### src/rtl/cpu_out_display_if.sv
// Bus between the CPU output nibble and the seven-segment display block.
// The master side drives cpuOut; the slave (display) side drives the board-facing outputs.
interface cpu_out_display_if;
    logic [3:0]  cpuOut;
    logic [6:0]  seg;
    logic        dp;
    logic [3:0]  anode;
    logic [15:0] history;
    logic [7:0]  changeCount;

    modport master (
        output cpuOut,
        input  seg, dp, anode, history, changeCount
    );

    modport slave (
        input  cpuOut,
        output seg, dp, anode, history, changeCount
    );
endinterface

### src/rtl/cpu_out_display.sv
// CPU output display: records a 4-deep history of distinct cpuOut values and
// scans them onto a multiplexed 4-digit seven-segment display.
module cpu_out_display #(
    parameter int REFRESH_DIV    = 100000,
    parameter bit SEG_ACTIVE_LOW = 1'b1
) (
    input  logic               boardCLK,
    input  logic               reset,
    cpu_out_display_if.slave   bus
);
    localparam int              PW       = (REFRESH_DIV > 2) ? $clog2(REFRESH_DIV) : 1;
    localparam logic [PW-1:0]   TERM     = PW'(REFRESH_DIV - 1);
    localparam logic [6:0]      SEG_OFF  = SEG_ACTIVE_LOW ? 7'h7F : 7'h00;
    localparam logic            DP_OFF   = SEG_ACTIVE_LOW ? 1'b1 : 1'b0;

    // Active-high {g,f,e,d,c,b,a} pattern for one hex digit.
    function automatic logic [6:0] hex_to_seg(input logic [3:0] v);
        logic [6:0] s;
        case (v)
            4'h0:    s = 7'b0111111;
            4'h1:    s = 7'b0000110;
            4'h2:    s = 7'b1011011;
            4'h3:    s = 7'b1001111;
            4'h4:    s = 7'b1100110;
            4'h5:    s = 7'b1101101;
            4'h6:    s = 7'b1111101;
            4'h7:    s = 7'b0000111;
            4'h8:    s = 7'b1111111;
            4'h9:    s = 7'b1101111;
            4'hA:    s = 7'b1110111;
            4'hB:    s = 7'b1111100;
            4'hC:    s = 7'b0111001;
            4'hD:    s = 7'b1011110;
            4'hE:    s = 7'b1111001;
            4'hF:    s = 7'b1110001;
            default: s = 7'b0000000;
        endcase
        return s;
    endfunction

    logic [3:0]    r_in;
    logic [3:0]    r_last;
    logic [15:0]   r_history;
    logic [7:0]    r_change_count;
    logic [PW-1:0] r_prescaler;
    logic [1:0]    r_digit_sel;
    logic [3:0]    r_anode;
    logic [6:0]    r_seg;
    logic          r_dp;

    logic          w_changed;
    logic [3:0]    w_nibble;
    logic [3:0]    w_anode_next;
    logic [6:0]    w_seg_next;
    logic          w_dp_on;
    logic          w_dp_next;

    assign w_changed = (r_in != r_last);

    // Select the nibble for the digit currently being scanned and form its drive levels.
    always_comb begin
        w_nibble = 4'h0;
        case (r_digit_sel)
            2'd0:    w_nibble = r_history[3:0];
            2'd1:    w_nibble = r_history[7:4];
            2'd2:    w_nibble = r_history[11:8];
            2'd3:    w_nibble = r_history[15:12];
            default: w_nibble = 4'h0;
        endcase
        w_anode_next = ~(4'b0001 << r_digit_sel);
        w_dp_on      = (r_digit_sel == 2'd0) && (r_change_count == 8'hFF);
        w_seg_next   = SEG_ACTIVE_LOW ? ~hex_to_seg(w_nibble) : hex_to_seg(w_nibble);
        w_dp_next    = SEG_ACTIVE_LOW ? ~w_dp_on : w_dp_on;
    end

    // Input synchronisation stage and change-detect history shift.
    always_ff @(posedge boardCLK) begin
        if (reset) begin
            r_in           <= 4'h0;
            r_last         <= 4'h0;
            r_history      <= 16'h0000;
            r_change_count <= 8'h00;
        end else begin
            r_in <= bus.cpuOut;
            if (w_changed) begin
                r_history <= {r_history[11:0], r_in};
                r_last    <= r_in;
                if (r_change_count != 8'hFF) begin
                    r_change_count <= r_change_count + 8'd1;
                end else begin
                    r_change_count <= r_change_count;
                end
            end else begin
                r_history      <= r_history;
                r_last         <= r_last;
                r_change_count <= r_change_count;
            end
        end
    end

    // Refresh prescaler; each terminal count advances the scanned digit (wrapping 3 -> 0).
    always_ff @(posedge boardCLK) begin
        if (reset) begin
            r_prescaler <= '0;
            r_digit_sel <= 2'd0;
        end else if (r_prescaler == TERM) begin
            r_prescaler <= '0;
            r_digit_sel <= r_digit_sel + 2'd1;
        end else begin
            r_prescaler <= r_prescaler + PW'(1);
            r_digit_sel <= r_digit_sel;
        end
    end

    // Registered display drive, so nothing on cpuOut reaches the pins combinationally.
    always_ff @(posedge boardCLK) begin
        if (reset) begin
            r_anode <= 4'b1111;
            r_seg   <= SEG_OFF;
            r_dp    <= DP_OFF;
        end else begin
            r_anode <= w_anode_next;
            r_seg   <= w_seg_next;
            r_dp    <= w_dp_next;
        end
    end

    assign bus.seg         = r_seg;
    assign bus.dp          = r_dp;
    assign bus.anode       = r_anode;
    assign bus.history     = r_history;
    assign bus.changeCount = r_change_count;
endmodule

### src/flat_wrapper.sv
// flat-port wrapper written by rule: the top's interface ports become plain ports
module cpu_out_display_flat 
#(
    parameter int REFRESH_DIV    = 100000,
    parameter bit SEG_ACTIVE_LOW = 1'b1
)
  (boardCLK, reset, bus_cpuOut, bus_seg, bus_dp, bus_anode, bus_history, bus_changeCount);
  cpu_out_display_if bus_i ();
  input  logic boardCLK;
  input  logic reset;
  input wire logic [$bits(bus_i.cpuOut)-1:0] bus_cpuOut;
  output wire logic [$bits(bus_i.seg)-1:0] bus_seg;
  output wire logic [$bits(bus_i.dp)-1:0] bus_dp;
  output wire logic [$bits(bus_i.anode)-1:0] bus_anode;
  output wire logic [$bits(bus_i.history)-1:0] bus_history;
  output wire logic [$bits(bus_i.changeCount)-1:0] bus_changeCount;
  assign bus_i.cpuOut = bus_cpuOut;
  assign bus_seg = bus_i.seg;
  assign bus_dp = bus_i.dp;
  assign bus_anode = bus_i.anode;
  assign bus_history = bus_i.history;
  assign bus_changeCount = bus_i.changeCount;
  cpu_out_display #(.REFRESH_DIV(REFRESH_DIV), .SEG_ACTIVE_LOW(SEG_ACTIVE_LOW)) u_core (.boardCLK(boardCLK), .reset(reset), .bus(bus_i));
endmodule
### config.mk
export PLATFORM = sky130hd
export DESIGN_NAME = cpu_out_display_flat
export DESIGN_NICKNAME = d
export VERILOG_FILES = /design/src/rtl/cpu_out_display_if.sv /design/src/rtl/cpu_out_display.sv /design/src/flat_wrapper.sv
export SDC_FILE = /design/constraint.sdc
export NUM_CORES = 1
export LEC_CHECK = 0
export ABC_AREA = 1
export CELL_PAD_IN_SITES_DETAIL_PLACEMENT = 1
export CELL_PAD_IN_SITES_GLOBAL_PLACEMENT = 1
export CORE_MARGIN = 2
export CORE_UTILIZATION = 39
export DETAILED_ROUTE_END_ITERATION = 10
export HOLD_SLACK_MARGIN = 0.08
export PLACE_DENSITY_LB_ADDON = 0.25
export SKIP_CTS_REPAIR_TIMING = 1
export SLEW_MARGIN = 20
export SYNTH_ARGS = -nofsm -noshare
export SYNTH_HDL_FRONTEND = slang
export SYNTH_SLANG_ARGS = --single-unit
export TNS_END_PERCENT = 50
### constraint.sdc
create_clock -name boardCLK -period 2.5 [get_ports boardCLK]
set_clock_uncertainty 0.2 [all_clocks]
set_input_delay 0.75 -clock boardCLK [delete_from_list [all_inputs] [get_ports boardCLK]]
set_output_delay 0.75 -clock boardCLK [all_outputs]
set_load 0.01 [all_outputs]
# --- Word-level counts from Yosys, hierarchy flattened ---
# Memory sizes are Yosys's and may differ from the RTL's.
# Index checks and enable logic that the tools add are counted.
op_classes:
  n_eq_ne: 7
  n_addsub: 3
  shift: 1
  bitwise_logic: 3
  n_lt_le_gt_ge: 0
  mul: 0
  reduce_logical: 4
  n_div: 0
  mux: 1
op_table:
  columns: ["cell", "n"]
  rows:
  - ["17-bit by 1-bit adder with 17-bit output, second input constant", 1]
  - ["17-bit == test, second input constant", 1]
  - ["4-bit one-hot mux with 4 select lines", 1]
  - ["8-bit by 1-bit adder with 8-bit output, second input constant", 1]
  - ["8-bit == test, second input constant", 1]
  - ["8-bit != test, second input constant", 1]
  - ["7-bit inverter", 1]
  - ["2-bit == test, second input constant", 2]
  - ["4-bit != test", 1]
  - ["4-bit inverter", 1]
  - ["1-bit by 2-bit left shift with 4-bit output, first input constant", 1]
  - ["2-bit by 1-bit adder with 2-bit output, second input constant", 1]
  - ["2-bit by 1-bit == test with 1-bit output, second input constant", 1]
  - ["2-bit zero test", 1]
  - ["2-bit AND reduction", 1]
  - ["2-bit OR reduction", 1]
  - ["1-bit logical AND", 1]
  - ["1-bit inverter", 1]
word_totals:
  memories: 1
  mem_bits_ro: 112
  latch_bits: 0
  word_cells: 29
  regBits: 63
  ram_bits: 0
  inputBits: 6
  out_inout_bits: 36
mem_list:
  columns: ["name", "depth", "width", "rd", "rd_clocked_by_memory_dff", "wr", "line", "rtl"]
  rows:
  - ["(name not given)", 16, 7, 1, 0, 0, "cpu_out_display.sv:19", "case (v)"]

# --- Longest topological paths before layout ---
# Gate-level depths: netlist of run 1.
# An unclocked memory read counts as a cell.
depth:
  ltp_word: 4
  mapped_depth: 12
  mapped_depth_nobuf: 12

# --- Worst setup path after synthesis of run 1 ---
# OpenSTA, ideal clock, no wires.
synth_path:
  kind: "register to register"
  from: "reg u_core.r_digit_sel[0]"
  to: "reg u_core.r_seg[3] (netlist: u_core.bus.seg[3])"
  period_less_slack_ps: 2186
  setup_time_ps: 132
  stages_incl_launch_ff: 12
  path_buffers: 0
  arrival_ps: 1853
  path_slack_ps: 314
  required_ps: 2168
  cell_sequence: "dfxtp_1 inv_1 ha_1 inv_1 nand2_1 o22ai_1 inv_1 ha_1 nand3_1 nand2_1 nand2_1 nand3_1"
synth_between:
  elab_chain_len: 4
  word_cells_on_any_way: 7
  classes_between: "eq/ne (3); mux (1); bitwise (1); reduce/logical (1); memory (1)"
synth_rtl:
  columns: ["element", "line", "rtl"]
  rows:
  - ["start: declaration", "cpu_out_display.sv:46", "logic [1:0] r_digit_sel;"]
  - ["start signal: assignment", "cpu_out_display.sv:108", "r_digit_sel <= r_digit_sel + 2'd1;"]
  - ["start signal: assignment", "cpu_out_display.sv:111", "r_digit_sel <= r_digit_sel;"]
  - ["2-bit == test (tied with other cells)", "cpu_out_display.sv:63", "case (r_digit_sel)"]
  - ["4-bit one-hot mux with 4 select lines (*)", "cpu_out_display.sv:63", null]
  - ["memory 16 x 7 bit (*)", null, null]
  - ["7-bit inverter (*)", "cpu_out_display.sv:72", "w_seg_next = SEG_ACTIVE_LOW ? ~hex_to_seg(w_nibble) : hex_to_seg(w_nibble);"]
  - ["end signal: assignment", "cpu_out_display.sv:123", "r_seg <= w_seg_next;"]
  - ["end: declaration", "cpu_out_display.sv:48", "logic [6:0] r_seg;"]
# Every way passes the cells marked *; elsewhere a longest branch is shown, timed or not.
# A chain may end at the register's enable or synchronous reset.

# --- Worst setup path in the final report of run 1 ---
layout_path:
  from: "reg u_core.r_change_count[6] (netlist: u_core.bus.changeCount[6])"
  to: "out bus_changeCount[6]"
layout_rtl:
  columns: ["element", "line", "rtl"]
  rows:
  - ["start: declaration", "cpu_out_display.sv:44", "logic [7:0] r_change_count;"]
  - ["start signal: assignment", "cpu_out_display.sv:89", "r_change_count <= r_change_count + 8'd1;"]
  - ["start signal: assignment", "cpu_out_display.sv:91", "r_change_count <= r_change_count;"]
  - ["start signal: assignment", "cpu_out_display.sv:96", "r_change_count <= r_change_count;"]
  - ["end: declaration", "flat_wrapper.sv:16", "output wire logic [$bits(bus_i.changeCount)-1:0] bus_changeCount;"]
# No word-level cell between the ends.

==> impl_metrics.toml, run 1 <==
[power_and_ir_drop]
pwr-share-comb = 0.117
vdd_drop_max_v = 0.000231
power_switching_w = 0.000528
p_per_area_mw_per_mm2 = 574
p_sw_frac = 0.256
pwr-share-seq = 0.497
intPower_w = 0.00153
total_leakage_power_nw = 1.51
pwr-share-clk = 0.386

[drt]
drtIter0Drc = 62
routedWlPerCell_um = 13.2
via_per_inst = 4.74
wl_um = 7390
drt_pass1_iterations = 4
vias = 2658
ant_nets = 0
drcViolationCount = 0

[sta]
setup_viol = 0
fin_crit_ns = 2.33
fmaxAchievable_mhz = 430
slew-limit-headroom = 0.682
finalHoldViolCount = 0
finalCritPeriodShare = 0.931
fin_setup_tns_ns = 0
slew_violations = 0
worst_pin_slew_ns = 0.475
grt_setup_unrepaired = "no"

[die]
core_mm2 = 0.00718
start_util = 0.400
fp.dieH_um = 89.8
die_w_um = 89.8
row_count = 31
ios = 42
dieArea_mm2 = 0.00807

[logic_synthesis]
ys_ff_latch = 59
syn_inst = 408
synth_fp_nets = 428
yosysTopAreaCell = "dfxtp_1"
yosys.area.top_type_share = 0.411
netlist_area_mm2 = 0.00287
yosys_warnings = 0
ys_types = 29
synthTopCellsByArea = "dfxtp_1 (41%), nand2_1 (15%), nor2_1 (9.5%), ha_1 (6.1%), inv_1 (5.6%)"
ys_seq_area_frac = 0.411
syn_area_per_cell_um2 = 7.04

[placed_design]
hpwl_um = 5640
io_buffer_count = 41
place_congestion = 0.904
dp_cells = 546

[clock_tree]
root_buffer = "clkbuf_8"
cts_max_path_buffers = 2
numCtsBuffers = 9
clk_latency_ns = 0.34
htree_levels = 3
cts_sinks = 59
cts_tree = "built"
clk_pin_slew_worst_paths_ns = 0.07

[global_route]
grt.total_usage = 0.192
antenna_found_initial = 0
grt_pass1_wl_um = 12600
overflow = 0
grt_pass1_vias = 2749
grt_max_degree = 27

[layout]
final_util = 0.500
fin_cells = 561
nets = 478
n_fill_cell = 927
multi_input_area_mm2 = 0.00148
syn2layout_area_growth_pct = 24.9
antenna_cells = 0
regArea_mm2 = 0.00118
drive_gt1_frac = 0.0736

[run]
maxCapViolCount = 0

[critical_path]
end_kind = "output pin"
critPathTopFamily = "buffers and inverters"
critPathBufInv = 1
worstSetupPathType = "reg2out"
startpoint_type = "flip-flop"
required_ns = 1.55
cpPeakStageDelay_ns = 0.58
slowest_stage = "clkdlybuf4s50_1"
path_cells = "clkdlybuf4s50_1"
crit_arrival_ns = 1.38
cp_max_fo = 6

[outcome]
status = "finished, final reports clean"

[hold_path]
hold_class = "reg2reg"
## state kept, by name (all words and copies together) (netlist names)
name,count
u_core.r_digit_sel,2
u_core.bus.changeCount,8
u_core.bus.anode,4
u_core.bus.history,16
u_core.bus.seg,7
u_core.bus.dp,1
u_core.r_prescaler,17
u_core.r_in,4
## placed cells by master, fill, tap and decap left out, types with 2 or more instances in the layout
| cell type | n |
|---|---|
| nand3b_1 | 5 |
| clkdlybuf4s50_1 | 41 |
| nor3_1 | 2 |
| a21oi_1 | 12 |
| o21ai_0 | 16 |
| xor2_1 | 8 |
| dfxtp_1 | 59 |
| ha_1 | 14 |
| inv_2 | 3 |
| clkinv_2 | 2 |
| nand4_1 | 2 |
| nor2_1 | 73 |
| nand2_1 | 117 |
| buf_4 | 6 |
| nand3_1 | 29 |
| clkbuf_8 | 12 |
| nor3_2 | 2 |
| o22ai_1 | 3 |
| xnor2_1 | 4 |
| inv_1 | 42 |
## synth_stat cells
master / n
or2_2: 1
buf_2: 2
nand4_2: 1
nor3_1: 2
a21oi_1: 12
nand4_4: 1
nand2_4: 1
buf_4: 1
buf_6: 1
nand3_2: 1
nand2_1: 117
o21ai_4: 1
xor2_1: 8
inv_1: 43
o21ai_0: 16
inv_2: 2
nand2_2: 1
nor3_2: 2
o22ai_1: 3
clkbuf_1: 4
nor2_4: 1
ha_1: 14
dfxtp_1: 59
nand3b_1: 5
nand4_1: 2
xnor2_1: 4
nand3_1: 29
nor2_1: 73
nor2_2: 1
## cell families (layout without fill, tap and decap cells)
kind of cell / after synthesis / count (layout) / share of synthesized area
simple gates: 238 / 238 / 0.356
flops: 59 / 59 / 0.411
buf+inv: 53 / 107 / 0.0740
compound gates: 32 / 32 / 0.0610
fa+ha+maj: 14 / 14 / 0.0610
xor+xnor: 12 / 12 / 0.0366
## metrics by stage
step                hold slack (ns)  area (um^2)  setup slack [ns]  total power (W)
finish                        0.258         3590             0.173          0.00206
floorplan                     0.217         2870             0.314          0.00116
detailed placement            0.248         3410             0.165          0.00129
CTS                           0.262         3590             0.140          0.00209
global route                  0.293         3590            0.0783          0.00217
global placement              0.230         3410             0.233          0.00128
## area by class of cell
class                           count  area share
Clock buffer                       13      0.0471
Clock inverter                      2     0.00279
Inverter                           45      0.0471
Multi-Input combinational cell    296       0.412
Sequential cell                    59       0.329
Tap cell                           99      0.0345
Timing Repair Buffer               47       0.127
## metal layers
layer	up-vias	GRT usage	share of wire
met1	1248	0.228	0.46
met4	0	0.0500	0.0074
li1	1373	-	-
met5	-	0	0
met2	30	0.343	0.50
met3	7	0.0511	0.033
## power by group through the flow
stage / clock [W] / sequential [W] / combinational, W
2_1_floorplan: 0 / 0.00105 / 0.000113
3_3_place_gp: 0 / 0.00104 / 0.000234
3_5_place_dp: 0 / 0.00105 / 0.000243
4_1_cts: 0.000822 / 0.00102 / 0.000245
5_1_grt: 0.000872 / 0.00103 / 0.000270
6_report: 0.000794 / 0.00102 / 0.000242
## worst paths after layout
path                        startpoint                     to  slack, ns  cells after the start
min              u_core.r_prescaler[0]  u_core.r_prescaler[0]       0.26                      1
min reg2reg      u_core.r_prescaler[0]  u_core.r_prescaler[0]       0.26                      1
max          u_core.bus.changeCount[6]     bus_changeCount[6]       0.17                      1
max reg2reg      u_core.r_digit_sel[0]      u_core.bus.seg[0]       0.22                     11
Power figures use the tool's default switching activity.
==> run 2: changes to the inputs <==
- CAP_MARGIN: not set -> 0
- HOLD_SLACK_MARGIN: 0.08 -> 0.03
==> results of run 2 <==
Same layout as run 1: the final DEF is identical, and so are final timing and power.
==> run 3: changes to the inputs <==
- CORE_ASPECT_RATIO: not set -> 0.5
- HOLD_SLACK_MARGIN: 0.03 -> 0.05
- MAX_ROUTING_LAYER: not set -> met4
==> impl_metrics.toml, run 3 (synthesis results as in run 1) <==
[power_and_ir_drop]
power_switching_w = 0.000576
p_per_area_mw_per_mm2 = 685
total_leakage_power_nw = 1.57
vdd_drop_max_v = 0.000305
pwr-share-comb = 0.094
pwr-share-clk = 0.501
pwr-share-seq = 0.404
intPower_w = 0.00196
p_sw_frac = 0.227

[critical_path]
ff2ff_path_depth = 11
cp_max_fo = 6
r2r_slack_ns = 0.23
r2r-start = "u_core.r_digit_sel[0]"
worstSetupPathType = "reg2out"
startpoint_type = "flip-flop"
end_kind = "output pin"
r2r_end = "u_core.bus.seg[0]"
cpPeakStageDelay_ns = 0.58
crit_arrival_ns = 1.35
path_cells = "clkdlybuf4s50_1"
required_ns = 1.55
slowest_stage = "clkdlybuf4s50_1"
critPathTopFamily = "buffers and inverters"
critPathBufInv = 1

[global_route]
antenna_found_initial = 0
grt_pass1_wl_um = 13200
grt_pass1_vias = 2850
overflow = 0
grt_max_degree = 27
grt.total_usage = 0.210

[drt]
ant_nets = 0
drt_pass1_iterations = 4
drcViolationCount = 0
routedWlPerCell_um = 13.6
vias = 2757
via_per_inst = 4.94
drtIter0Drc = 157
wl_um = 7600

[die]
start_util = 0.397
die_w_um = 125
fp.dieH_um = 64.7
ios = 42
row_count = 22
core_mm2 = 0.00724
dieArea_mm2 = 0.00811

[layout]
syn2layout_area_growth_pct = 29.0
nets = 477
final_cell_mix = "nand2_1 (117), nor2_1 (73), dfxtp_1 (59), inv_1 (42), clkdlybuf4s50_1 (41)"
multi_input_area_mm2 = 0.00148
largest_reg_flops = 17
antenna_cells = 0
regMostFlops = "u_core.r_prescaler"
final_common_cell = "nand2_1"
n_fill_cell = 908
drive_gt1_frac = 0.0736
regArea_mm2 = 0.00118

[hold_path]
holdPathStages = 1
hp-start = "u_core.r_prescaler[0]"
hold_path_end = "u_core.r_prescaler[0]"
hold_class = "reg2reg"

[sta]
fin_crit_ns = 2.30
finalCritPeriodShare = 0.919
slew-limit-headroom = 0.670
slew_violations = 0
setup_viol = 0
fmaxAchievable_mhz = 435
grt_setup_unrepaired = "no"
finalHoldViolCount = 0
worst_pin_slew_ns = 0.494
fin_setup_tns_ns = 0
worst_slack_ns = 0.203

[placed_design]
place_congestion = 0.819
io_buffer_count = 41
dp_slack_ns = 0.146
hpwl_um = 5660

[clock_tree]
clk_latency_ns = 0.33
htree_levels = 3
root_buffer = "clkbuf_16"
cts_sinks = 59
cts_tree = "built"
numCtsBuffers = 9
cts_max_path_buffers = 2
clk_pin_slew_worst_paths_ns = 0.05

[outcome]
status = "finished, final reports clean"

[run]
maxCapViolCount = 0
-- run 3: changes by cell type in the layout (fill, tap and decap cells not counted) --
cell,change
buf_4,-1
bufinv_16,+2
clkbuf_16,+9
clkbuf_8,-12
clkinv_2,+2
-- run 3: power by group through the flow --
stage	sequential (W)	clock [W]	combinational, W
after global routing	0.00103	0.00135	0.000266
after floorplan	0.00105	0	0.000113
final	0.00103	0.00127	0.000240
after global placement	0.00104	0	0.000231
after detailed placement	0.00104	0	0.000242
after CTS	0.00103	0.00130	0.000243
-- run 3: metal layers --
metal,up-vias,track usage,share of wire
met4,0,0.0625,0.013
li1,1372,-,-
met5,-,-,0
met2,38,0.378,0.51
met1,1335,0.226,0.44
met3,12,0.0677,0.042
-- run 3: cell type report --
class / count / area share
multi-input combinational: 296 / 0.399
sequential: 59 / 0.319
timing repair buffer: 46 / 0.121
clock buffer: 10 / 0.0618
inverter: 45 / 0.0456
tap: 96 / 0.0324
clock inverter: 6 / 0.0216
-- run 3: worst max-delay path by stage --
stage	startpoint	end	slack, ns	cells past startpoint
2_1_floorplan	u_core.r_digit_sel[0]	u_core.bus.seg[3]	0.31	11
3_3_place_gp	u_core.r_digit_sel[0]	u_core.bus.seg[0]	0.30	11
3_5_place_dp	u_core.r_digit_sel[0]	u_core.bus.seg[3]	0.15	11
4_1_cts	u_core.r_digit_sel[0]	u_core.bus.seg[3]	0.14	11
5_1_grt	u_core.r_digit_sel[0]	u_core.bus.seg[0]	0.02	11
6_report	u_core.bus.changeCount[6]	bus_changeCount[6]	0.20	1
-- run 3: metrics by stage --
step / power [W] / instance area (um^2) / std cells / hold WS (ns) / utilization
2_1_floorplan: 0.00116 / 2870 / 408 / 0.217 / -
3_3_place_gp: 0.00127 / 3400 / 542 / 0.229 / 0.469
3_5_place_dp: 0.00129 / 3400 / 542 / 0.240 / 0.469
4_1_cts: 0.00257 / 3710 / 558 / 0.251 / 0.512
5_1_grt: 0.00265 / 3710 / 558 / 0.267 / 0.512
6_report: 0.00254 / 3710 / 558 / 0.248 / 0.512
